## config.mk

```make
export PLATFORM = sky130hd
export DESIGN_NAME = sprite_move_ctrl
export DESIGN_NICKNAME = d
export VERILOG_FILES = /design/src/rtl/sprite_move_ctrl.sv
export SDC_FILE = /design/constraint.sdc
export NUM_CORES = 1
export LEC_CHECK = 0
export ABC_AREA = 0
export CORE_MARGIN = 10
export CORE_UTILIZATION = 46
export CTS_CLUSTER_SIZE = 30
export DETAILED_ROUTE_END_ITERATION = 10
export GPL_ROUTABILITY_DRIVEN = 0
export PLACE_DENSITY = 0.78
export SYNTH_ARGS = -nofsm -noshare
export SYNTH_HDL_FRONTEND = slang
export SYNTH_SLANG_ARGS = --single-unit
```

## constraint.sdc

```tcl
create_clock -name CLOCK_50 -period 1.9 [get_ports CLOCK_50]
set_input_delay 0.285 -clock CLOCK_50 [delete_from_list [all_inputs] [get_ports CLOCK_50]]
set_output_delay 0.285 -clock CLOCK_50 [all_outputs]
set_load 0.01 [all_outputs]
```

## src/rtl/sprite_move_ctrl.sv

```systemverilog
`default_nettype none
// ============================================================================
//  Module   : sprite_move_ctrl
//  Purpose  : Grid-sprite mover with continuous motion, queued turn, tick-divided
//             step rate, optional wrap-around and map/RAM req-ack handshakes.
//  Revision : 1.0
// ============================================================================
module sprite_move_ctrl #(
    parameter int X_W      = 6,
    parameter int Y_W      = 5,
    parameter int MAP_W    = 40,
    parameter int MAP_H    = 30,
    parameter int START_X  = 20,
    parameter int START_Y  = 20,
    parameter int STEP_DIV = 4,
    parameter int WRAP_EN  = 1,
    parameter int PILL_W   = 16
) (
    input  logic              CLOCK_50,
    input  logic              reset,
    input  logic              tick,
    input  logic              up,
    input  logic              down,
    input  logic              left,
    input  logic              right,
    output logic              chk_valid,
    output logic [X_W-1:0]    chk_x,
    output logic [Y_W-1:0]    chk_y,
    input  logic              chk_ready,
    input  logic              chk_wall,
    input  logic              chk_pill,
    output logic              wr_req,
    output logic [X_W-1:0]    wr_new_x,
    output logic [Y_W-1:0]    wr_new_y,
    input  logic              wr_done,
    output logic [X_W-1:0]    curr_x,
    output logic [Y_W-1:0]    curr_y,
    output logic [1:0]        heading,
    output logic              moving,
    output logic [PILL_W-1:0] pill_count,
    output logic              busy
);

    localparam int                 c_CNT_W   = (STEP_DIV > 1) ? $clog2(STEP_DIV) : 1;
    localparam logic [c_CNT_W-1:0] c_CNT_MAX = c_CNT_W'(STEP_DIV - 1);
    localparam logic [X_W-1:0]     c_X_MAX   = X_W'(MAP_W - 1);
    localparam logic [Y_W-1:0]     c_Y_MAX   = Y_W'(MAP_H - 1);
    localparam logic               c_BLK_EDGE = (WRAP_EN == 0);

    localparam logic [1:0] c_DIR_UP    = 2'b00;
    localparam logic [1:0] c_DIR_DOWN  = 2'b01;
    localparam logic [1:0] c_DIR_LEFT  = 2'b10;
    localparam logic [1:0] c_DIR_RIGHT = 2'b11;

    typedef enum logic [1:0] {
        S_IDLE     = 2'b00,
        S_CHK_TURN = 2'b01,
        S_CHK_FWD  = 2'b10,
        S_WRITE    = 2'b11
    } state_t;

    state_t              r_state_q,    w_state_d;
    logic [X_W-1:0]      r_curr_x_q,   w_curr_x_d;
    logic [Y_W-1:0]      r_curr_y_q,   w_curr_y_d;
    logic [X_W-1:0]      r_tgt_x_q,    w_tgt_x_d;
    logic [Y_W-1:0]      r_tgt_y_q,    w_tgt_y_d;
    logic                r_blocked_q,  w_blocked_d;
    logic [1:0]          r_heading_q,  w_heading_d;
    logic [1:0]          r_try_dir_q,  w_try_dir_d;
    logic [1:0]          r_pend_dir_q, w_pend_dir_d;
    logic                r_pend_vld_q, w_pend_vld_d;
    logic                r_moving_q,   w_moving_d;
    logic                r_pill_lat_q, w_pill_lat_d;
    logic [PILL_W-1:0]   r_pill_cnt_q, w_pill_cnt_d;
    logic [c_CNT_W-1:0]  r_step_cnt_q, w_step_cnt_d;
    logic                r_step_pend_q, w_step_pend_d;

    logic                w_idle;
    logic                w_step_hit;
    logic                w_step_go;
    logic                w_dir_req;
    logic [1:0]          w_dir_dec;
    logic [1:0]          w_calc_dir;
    logic [X_W-1:0]      w_calc_x;
    logic [Y_W-1:0]      w_calc_y;
    logic                w_calc_blk;
    logic                w_resp;
    logic                w_resp_wall;
    logic                w_pend_clr;

    assign w_idle     = (r_state_q == S_IDLE);
    assign w_step_hit = tick && (r_step_cnt_q == c_CNT_MAX);
    assign w_step_go  = w_idle && (r_step_pend_q || w_step_hit);
    assign w_dir_req  = up || down || left || right;
    assign w_dir_dec  = up ? c_DIR_UP : (down ? c_DIR_DOWN : (left ? c_DIR_LEFT : c_DIR_RIGHT));

    // A blocked edge target answers itself as a wall without touching the map port.
    assign w_resp      = r_blocked_q || chk_ready;
    assign w_resp_wall = r_blocked_q || chk_wall;

    // The queued turn is only tried from IDLE; every other target follows heading.
    assign w_calc_dir = (w_idle && r_pend_vld_q) ? r_pend_dir_q : r_heading_q;

    always_comb begin
        w_calc_x   = r_curr_x_q;
        w_calc_y   = r_curr_y_q;
        w_calc_blk = 1'b0;
        case (w_calc_dir)
            c_DIR_UP: begin
                if (r_curr_y_q == '0) begin
                    w_calc_y   = c_Y_MAX;
                    w_calc_blk = c_BLK_EDGE;
                end else begin
                    w_calc_y = r_curr_y_q - 1'b1;
                end
            end
            c_DIR_DOWN: begin
                if (r_curr_y_q == c_Y_MAX) begin
                    w_calc_y   = '0;
                    w_calc_blk = c_BLK_EDGE;
                end else begin
                    w_calc_y = r_curr_y_q + 1'b1;
                end
            end
            c_DIR_LEFT: begin
                if (r_curr_x_q == '0) begin
                    w_calc_x   = c_X_MAX;
                    w_calc_blk = c_BLK_EDGE;
                end else begin
                    w_calc_x = r_curr_x_q - 1'b1;
                end
            end
            c_DIR_RIGHT: begin
                if (r_curr_x_q == c_X_MAX) begin
                    w_calc_x   = '0;
                    w_calc_blk = c_BLK_EDGE;
                end else begin
                    w_calc_x = r_curr_x_q + 1'b1;
                end
            end
        endcase
    end

    // Ticks seen while busy saturate into one pending step.
    always_comb begin
        w_step_cnt_d  = r_step_cnt_q;
        w_step_pend_d = r_step_pend_q;
        if (w_idle) begin
            if (w_step_go) begin
                w_step_cnt_d  = '0;
                w_step_pend_d = 1'b0;
            end else if (tick) begin
                w_step_cnt_d = r_step_cnt_q + 1'b1;
            end
        end else if (tick) begin
            if (w_step_hit) begin
                w_step_pend_d = 1'b1;
            end else begin
                w_step_cnt_d = r_step_cnt_q + 1'b1;
            end
        end
    end

    always_comb begin
        w_state_d    = r_state_q;
        w_curr_x_d   = r_curr_x_q;
        w_curr_y_d   = r_curr_y_q;
        w_tgt_x_d    = r_tgt_x_q;
        w_tgt_y_d    = r_tgt_y_q;
        w_blocked_d  = r_blocked_q;
        w_heading_d  = r_heading_q;
        w_try_dir_d  = r_try_dir_q;
        w_pend_dir_d = r_pend_dir_q;
        w_pend_vld_d = r_pend_vld_q;
        w_moving_d   = r_moving_q;
        w_pill_lat_d = r_pill_lat_q;
        w_pill_cnt_d = r_pill_cnt_q;
        w_pend_clr   = 1'b0;

        case (r_state_q)
            S_IDLE: begin
                if (w_step_go && (r_pend_vld_q || r_moving_q)) begin
                    w_tgt_x_d   = w_calc_x;
                    w_tgt_y_d   = w_calc_y;
                    w_blocked_d = w_calc_blk;
                    w_try_dir_d = w_calc_dir;
                    w_state_d   = r_pend_vld_q ? S_CHK_TURN : S_CHK_FWD;
                end
            end
            S_CHK_TURN: begin
                if (w_resp) begin
                    if (w_resp_wall) begin
                        if (r_moving_q) begin
                            w_tgt_x_d   = w_calc_x;
                            w_tgt_y_d   = w_calc_y;
                            w_blocked_d = w_calc_blk;
                            w_try_dir_d = w_calc_dir;
                            w_state_d   = S_CHK_FWD;
                        end else begin
                            w_state_d = S_IDLE;
                        end
                    end else begin
                        w_heading_d  = r_try_dir_q;
                        w_pend_clr   = 1'b1;
                        w_pill_lat_d = chk_pill;
                        w_state_d    = S_WRITE;
                    end
                end
            end
            S_CHK_FWD: begin
                if (w_resp) begin
                    if (w_resp_wall) begin
                        w_moving_d = 1'b0;
                        w_state_d  = S_IDLE;
                    end else begin
                        w_pill_lat_d = chk_pill;
                        w_state_d    = S_WRITE;
                    end
                end
            end
            S_WRITE: begin
                if (wr_done) begin
                    w_curr_x_d = r_tgt_x_q;
                    w_curr_y_d = r_tgt_y_q;
                    w_moving_d = 1'b1;
                    if (r_pill_lat_q && (r_pill_cnt_q != '1)) begin
                        w_pill_cnt_d = r_pill_cnt_q + 1'b1;
                    end
                    w_state_d = S_IDLE;
                end
            end
            default: w_state_d = S_IDLE;
        endcase

        // A fresh key press outranks the clear from an accepted turn.
        if (w_pend_clr) begin
            w_pend_vld_d = 1'b0;
        end
        if (w_dir_req) begin
            w_pend_vld_d = 1'b1;
            w_pend_dir_d = w_dir_dec;
        end
    end

    always_ff @(posedge CLOCK_50 or negedge reset) begin
        if (!reset) begin
            r_state_q     <= S_IDLE;
            r_curr_x_q    <= X_W'(START_X);
            r_curr_y_q    <= Y_W'(START_Y);
            r_tgt_x_q     <= X_W'(START_X);
            r_tgt_y_q     <= Y_W'(START_Y);
            r_blocked_q   <= 1'b0;
            r_heading_q   <= c_DIR_RIGHT;
            r_try_dir_q   <= c_DIR_RIGHT;
            r_pend_dir_q  <= c_DIR_RIGHT;
            r_pend_vld_q  <= 1'b0;
            r_moving_q    <= 1'b0;
            r_pill_lat_q  <= 1'b0;
            r_pill_cnt_q  <= '0;
            r_step_cnt_q  <= '0;
            r_step_pend_q <= 1'b0;
        end else begin
            r_state_q     <= w_state_d;
            r_curr_x_q    <= w_curr_x_d;
            r_curr_y_q    <= w_curr_y_d;
            r_tgt_x_q     <= w_tgt_x_d;
            r_tgt_y_q     <= w_tgt_y_d;
            r_blocked_q   <= w_blocked_d;
            r_heading_q   <= w_heading_d;
            r_try_dir_q   <= w_try_dir_d;
            r_pend_dir_q  <= w_pend_dir_d;
            r_pend_vld_q  <= w_pend_vld_d;
            r_moving_q    <= w_moving_d;
            r_pill_lat_q  <= w_pill_lat_d;
            r_pill_cnt_q  <= w_pill_cnt_d;
            r_step_cnt_q  <= w_step_cnt_d;
            r_step_pend_q <= w_step_pend_d;
        end
    end

    assign chk_valid  = ((r_state_q == S_CHK_TURN) || (r_state_q == S_CHK_FWD)) && !r_blocked_q;
    assign chk_x      = r_tgt_x_q;
    assign chk_y      = r_tgt_y_q;
    assign wr_req     = (r_state_q == S_WRITE);
    assign wr_new_x   = r_tgt_x_q;
    assign wr_new_y   = r_tgt_y_q;
    assign curr_x     = r_curr_x_q;
    assign curr_y     = r_curr_y_q;
    assign heading    = r_heading_q;
    assign moving     = r_moving_q;
    assign pill_count = r_pill_cnt_q;
    assign busy       = !w_idle;

endmodule
`default_nettype wire
```

# == Word-level counts from Yosys, hierarchy flattened ==
# Cells that the tools add are included.
# op_classes
bitwise_logic,1
reduce_logical,37
n_addsub,6
n_mux,58
eq_ne,19
# ops
cell,n
2-to-1 mux 2 bit,20
2-to-1 mux 6 bit,6
2-to-1 mux 5 bit,6
case mux 6 bit (2 select lines),2
case mux 5 bit (2 select lines),2
2-to-1 mux 1 bit,18
"adder 16 x 1 -> 16 bit, second input constant",1
"!= test 16 bit, second input constant",1
AND reduction 3 bit,5
"!= test 2 bit, second input constant",6
nonzero test 2 bit,6
"== test 2 bit, second input constant",5
logical OR 1 bit,8
case mux 2 bit (4 select lines),1
AND reduction 4 bit,2
"adder 6 x 1 -> 6 bit, second input constant",1
"== test 6 bit, second input constant",1
logical AND 1 bit,6
logical NOT 6 bit,1
"!= test 2 x 1 -> 1 bit, second input constant",3
"subtractor 6 x 1 -> 6 bit, second input constant",1
"adder 5 x 1 -> 5 bit, second input constant",1
"== test 5 bit, second input constant",1
logical NOT 5 bit,1
12 further kinds,16
# totals
elab_cells,136
register_bits,53

# == Depth between registers and ports, before layout ==
# Gate-level depths: netlist of run 1.
# depth
word_depth,10
mapped_depth,10
ltp_nobuf,7

# == Least setup slack after synthesis of run 1 ==
# Ideal clock, no wire load.
# synth_timing
path_type,flip-flop to flip-flop
from,reg r_state_q[0]
to,"reg r_tgt_y_q[0], in the netlist chk_y[0]"
setup_time_ns,0.139
slack_ns,-0.063
required_ns,1.761
arrival_ns,1.824
synth_period_minus_slack_ns,1.963
path_buffers,1
path_stages_with_launch,9
cell_sequence,dfrtp_1 -> inv_1 -> ha_1 -> buf_2 -> and2_1 -> mux2_2 -> a211o_1 -> o311ai_0 -> o21ai_0
# synth_via
elab_chain_cells,9
elab_cells_between_ends,20
cone_classes,eq/ne (6); mux (7); reduce/logical (7)
# synth_lines
item,line_no,source
from (decl),62,"state_t r_state_q, w_state_d;"
from (signal assigned),263,r_state_q <= w_state_d;
logical NOT 2 bit,"91, 180",
logical AND 1 bit,102,assign w_calc_dir = (w_idle && r_pend_vld_q) ? r_pend_dir_q : r_heading_q;
2-to-1 mux 2 bit,102,
== test 2 x 1 -> 1 bit / logical NOT 2 bit (equally long branches),108,case (w_calc_dir)
case mux 5 bit (2 select lines),108,
2-to-1 mux 5 bit,193,if (r_moving_q) begin
2-to-1 mux 5 bit,192,if (w_resp_wall) begin
2-to-1 mux 5 bit,191,if (w_resp) begin
case mux 5 bit (2 select lines),180,case (r_state_q)
to (signal assigned),251,r_tgt_y_q <= Y_W'(START_Y);
to (signal assigned),267,r_tgt_y_q <= w_tgt_y_d;
to (decl),66,"logic [Y_W-1:0] r_tgt_y_q, w_tgt_y_d;"
# Parallel ways exist; a longest one is shown, timed or not. The select of a mux whose other input is x is not followed.
# A chain may end at the register's enable or synchronous reset.

# == Final worst setup path of run 1 ==
# layout_timing
from,"reg r_curr_x_q[2], in the netlist curr_x[2]"
to,out curr_x[2]
# layout_lines
item,line_no,source
from (decl),63,"logic [X_W-1:0] r_curr_x_q, w_curr_x_d;"
from (signal assigned),248,r_curr_x_q <= X_W'(START_X);
from (signal assigned),264,r_curr_x_q <= w_curr_x_d;
to (decl),36,"output logic [X_W-1:0] curr_x,"
# No word-level cell between the ends.

==> impl_metrics.csv, run 1 <==
group,metric,value,unit
status,status,"completed",
sta,worst_pin_slew,0.640,ns
synth,synth.distinct_cells,48,
clock_tree,numCtsBuffers,5,
clock_tree,clk-insertion-delay-late,0.30,ns
place,hpwlAfterDp,5320,um
clock_tree,clk_path_buf_depth,2,
sta,fmaxAchievable,550,MHz
grt,grt.overflow.total,0,
floorplan,initial_utilization,0.472,
clock_tree,path_clk_slew,0.09,ns
setup_path,worstPathRequired,1.62,ns
setup_path,cp_cell_sequence,"clkdlybuf4s50_1",
clock_tree,htree_levels,2,
routing,wire_per_inst,15.6,um
clock_tree,hold_buffers,0,
sta,fin_crit,1.82,ns
final_layout,regArea,1320,um2
setup_path,r2r_cells,7,
floorplan,fp.coreArea,6310,um2
final_layout,antenna_cells,0,
synth,synth_edf_count,0,
floorplan,fp.dieW,100,um
grt,grt_first_pass_wirelength,11800,um
setup_path,cp_top_family,"flip-flops",
setup_path,r2r_start,"r_state_q[0]",
sta,hold_viol,0,
pwr,ir_drop,1.03,mV
final_layout,drive_gt1_frac,0.189,
setup_path,critPathCaptureType,"output port",
sta,rsz0062_at_grt,"no",
final_layout,fin_nets,409,
synth,async_flop_share,1.00,
sta,fin_hold_ws,0.0918,ns
setup_path,crit_arrival,1.53,ns
pwr,p_leak,0.00160,uW
synth,ys.flop_type,"dfrtp_1",
routing,met1_length,3120,um
sta,slew_headroom,0.574,
setup_path,cp.buffers_inverters,1,
synth,yosys_register_bits,52,
synth,synth.avg_cell_area,9.58,um2
routing,vias_per_cell,5.59,
routing,drc_errors,0,
setup_path,criticalPathCategory,"flop to output port",
sta,fin_setup_tns,0,ns
grt,antenna_found_initial,0,
synth,synth_seq_area_share,0.442,
setup_path,path_max_fanout,10,
routing,first_pass_iters,4,
setup_path,reg2reg_slack,0.09,ns
clock_tree,tritoncts,"yes",
setup_path,r2r_end,"pill_count[14]",
job,maxCapViolCount,0,
setup_path,slowest_delay,0.65,ns
floorplan,placementRows,29,
setup_path,crit_slowest_cell,"dfstp_2",
grt,grt_max_degree,53,
final_layout,area_growth,31.3,%
final_layout,fillers,558,
floorplan,die-area,10100,um2
routing,dr_wl_met2,3280,um
pwr,power.total,6180,uW
clock_tree,cts_sinks,52,
final_layout,multiInputGateArea,1520,um2
synth,ys_warn_count,0,
routing,route.met3.wl,744,um
floorplan,ios,66,
grt,grt_use_total,0.140,
synth,syn_inst,311,
clock_tree,root_buffer,"clkbuf_8",
routing,drtIter0Drc,126,
routing,dr.max_layer_used,"met4",
hold_path,hold_class,"primary input to asynchronous set/reset pin",
grt,grt_pass1_vias,2480,
sta,timing.final.crit_share,0.956,
sta,finClkSkew,0.00768,ns
sta,maxSlewViolCount,0,
sta,finalSetupViolations,0,
routing,wirelength,7220,um
synth,netlist_area,2980,um2
place,port_buffers,65,
final_layout,layout_commonest_cell,"clkdlybuf4s50_1",
routing,vias,2594,
routing,ant_nets,0,
setup_path,cp-start-kind,"flop",
synth,synth_nets,334,
pwr,powerDensity,1580,nW/um2
final_layout,mostFrequentLayoutCells,"61 x clkdlybuf4s50_1, 38 x dfrtp_1, 30 x nor2_1",
floorplan,fp.dieH,100,um
## cell type report
type                    count  area share
clock inverters             1     0.00128
inverters                  16      0.0153
flip-flops and latches     52       0.337
multi-input cells         221       0.387
repair buffers             90       0.215
clock buffers               7      0.0195
well taps                  77      0.0246
## kinds of logic (layout without fill, tap and decap cells)
group / after synthesis / after routing / share of synthesized area
fa+ha+maj: 12 / 12 / 0.0504
xor+xnor: 19 / 19 / 0.0558
flops: 52 / 52 / 0.442
buf+inv: 38 / 114 / 0.0634
simple gates: 110 / 110 / 0.190
compound gates: 64 / 64 / 0.139
mux: 16 / 16 / 0.0596
## what timing repair did
item                                    CTS  global route
pin swaps                                 0             1
gates cloned                              0             0
endpoints found under the setup margin    8            16
setup buffers                             0             1
resized for setup                         5             8
## worst max-delay path by stage
stage | to | from | depth (start not counted)
6_report | curr_x[2] | curr_x[2] | 1
5_1_grt | chk_y[0] | r_state_q[0] | 7
4_1_cts | pill_count[13] | r_state_q[1] | 7
3_5_place_dp | pill_count[13] | wr_done | 6
3_3_place_gp | pill_count[15] | wr_done | 6
2_1_floorplan | pill_count[13] | r_state_q[0] | 6
## layer usage
layer,GRT usage,vias up
met5,0,-
met4,0.0293,0
met3,0.0604,9
met2,0.218,95
met1,0.175,1248
li1,-,1242
## stage by stage
stage / instances / worst slack [ns] / utilization / instance area [um2]
after global routing: 464 / 0.000255 / 0.620 / 3910
after CTS: 463 / 0.0252 / 0.614 / 3880
after global placement: 455 / -0.0865 / 0.600 / 3790
after detailed placement: 455 / -0.133 / 0.600 / 3790
after floorplan: 311 / 0.000259 / - / 2990
final: 464 / 0.0834 / 0.620 / 3910
## synthesized netlist by cell type, types with 4 or more instances
cell | n | area share
a211oi_1 | 4 | 0.010
a21oi_1 | 13 | 0.022
a31oi_1 | 8 | 0.017
and3_1 | 5 | 0.010
buf_2 | 4 | 0.0067
buf_4 | 11 | 0.028
clkbuf_1 | 7 | 0.0088
dfrtp_1 | 38 | 0.32
dfstp_2 | 14 | 0.12
ha_1 | 12 | 0.050
inv_1 | 16 | 0.020
mux2_2 | 14 | 0.053
nand2_1 | 23 | 0.029
nand3_1 | 10 | 0.017
nand4_1 | 9 | 0.019
nor2_1 | 30 | 0.038
nor2b_1 | 4 | 0.0084
nor3_1 | 7 | 0.012
o21ai_0 | 12 | 0.020
o22ai_1 | 4 | 0.0084
xnor2_1 | 15 | 0.044
xor2_1 | 4 | 0.012
## sequential cells by signal (all words and copies together) (netlist names)
name and count:
chk_x 6, r_step_pend_q 1, curr_y 5, r_state_q 2, r_pend_dir_q 2, r_step_cnt_q 2
r_pill_lat_q 1, heading 2, moving 1, r_pend_vld_q 1, r_try_dir_q 2, chk_y 5
pill_count 16, curr_x 6
## worst reg2reg max path: stages (launching register included)
cell and delay, ns:
dfrtp_1 0.39, buf_4 0.12, ha_2 0.19, nand3_2 0.09
or3_4 0.40, nor2_1 0.13, nand3_1 0.10, mux2_2 0.27
## where the power goes
group | switching, uW | total, uW | leakage, uW | internal (uW)
Clock | 346 | 605 | 0.0000422 | 259
Combinational | 1590 | 3470 | 0.000942 | 1870
Sequential | 522 | 2100 | 0.000617 | 1580
Total | 2460 | 6180 | 0.00160 | 3720
Note: power is estimated with default switching activity, not from simulation.
==> inputs of run 2 (changes only) <==
--- a/config.mk
+++ b/config.mk
@@ -11,6 +11,7 @@
 export CTS_CLUSTER_SIZE = 30
 export DETAILED_ROUTE_END_ITERATION = 10
 export GPL_ROUTABILITY_DRIVEN = 0
+export HOLD_SLACK_MARGIN = 0.1
 export PLACE_DENSITY = 0.78
 export SYNTH_ARGS = -nofsm -noshare
 export SYNTH_HDL_FRONTEND = slang
==> results of run 2 <==
Same layout as run 1: the final DEF is identical, and so are final timing and power.
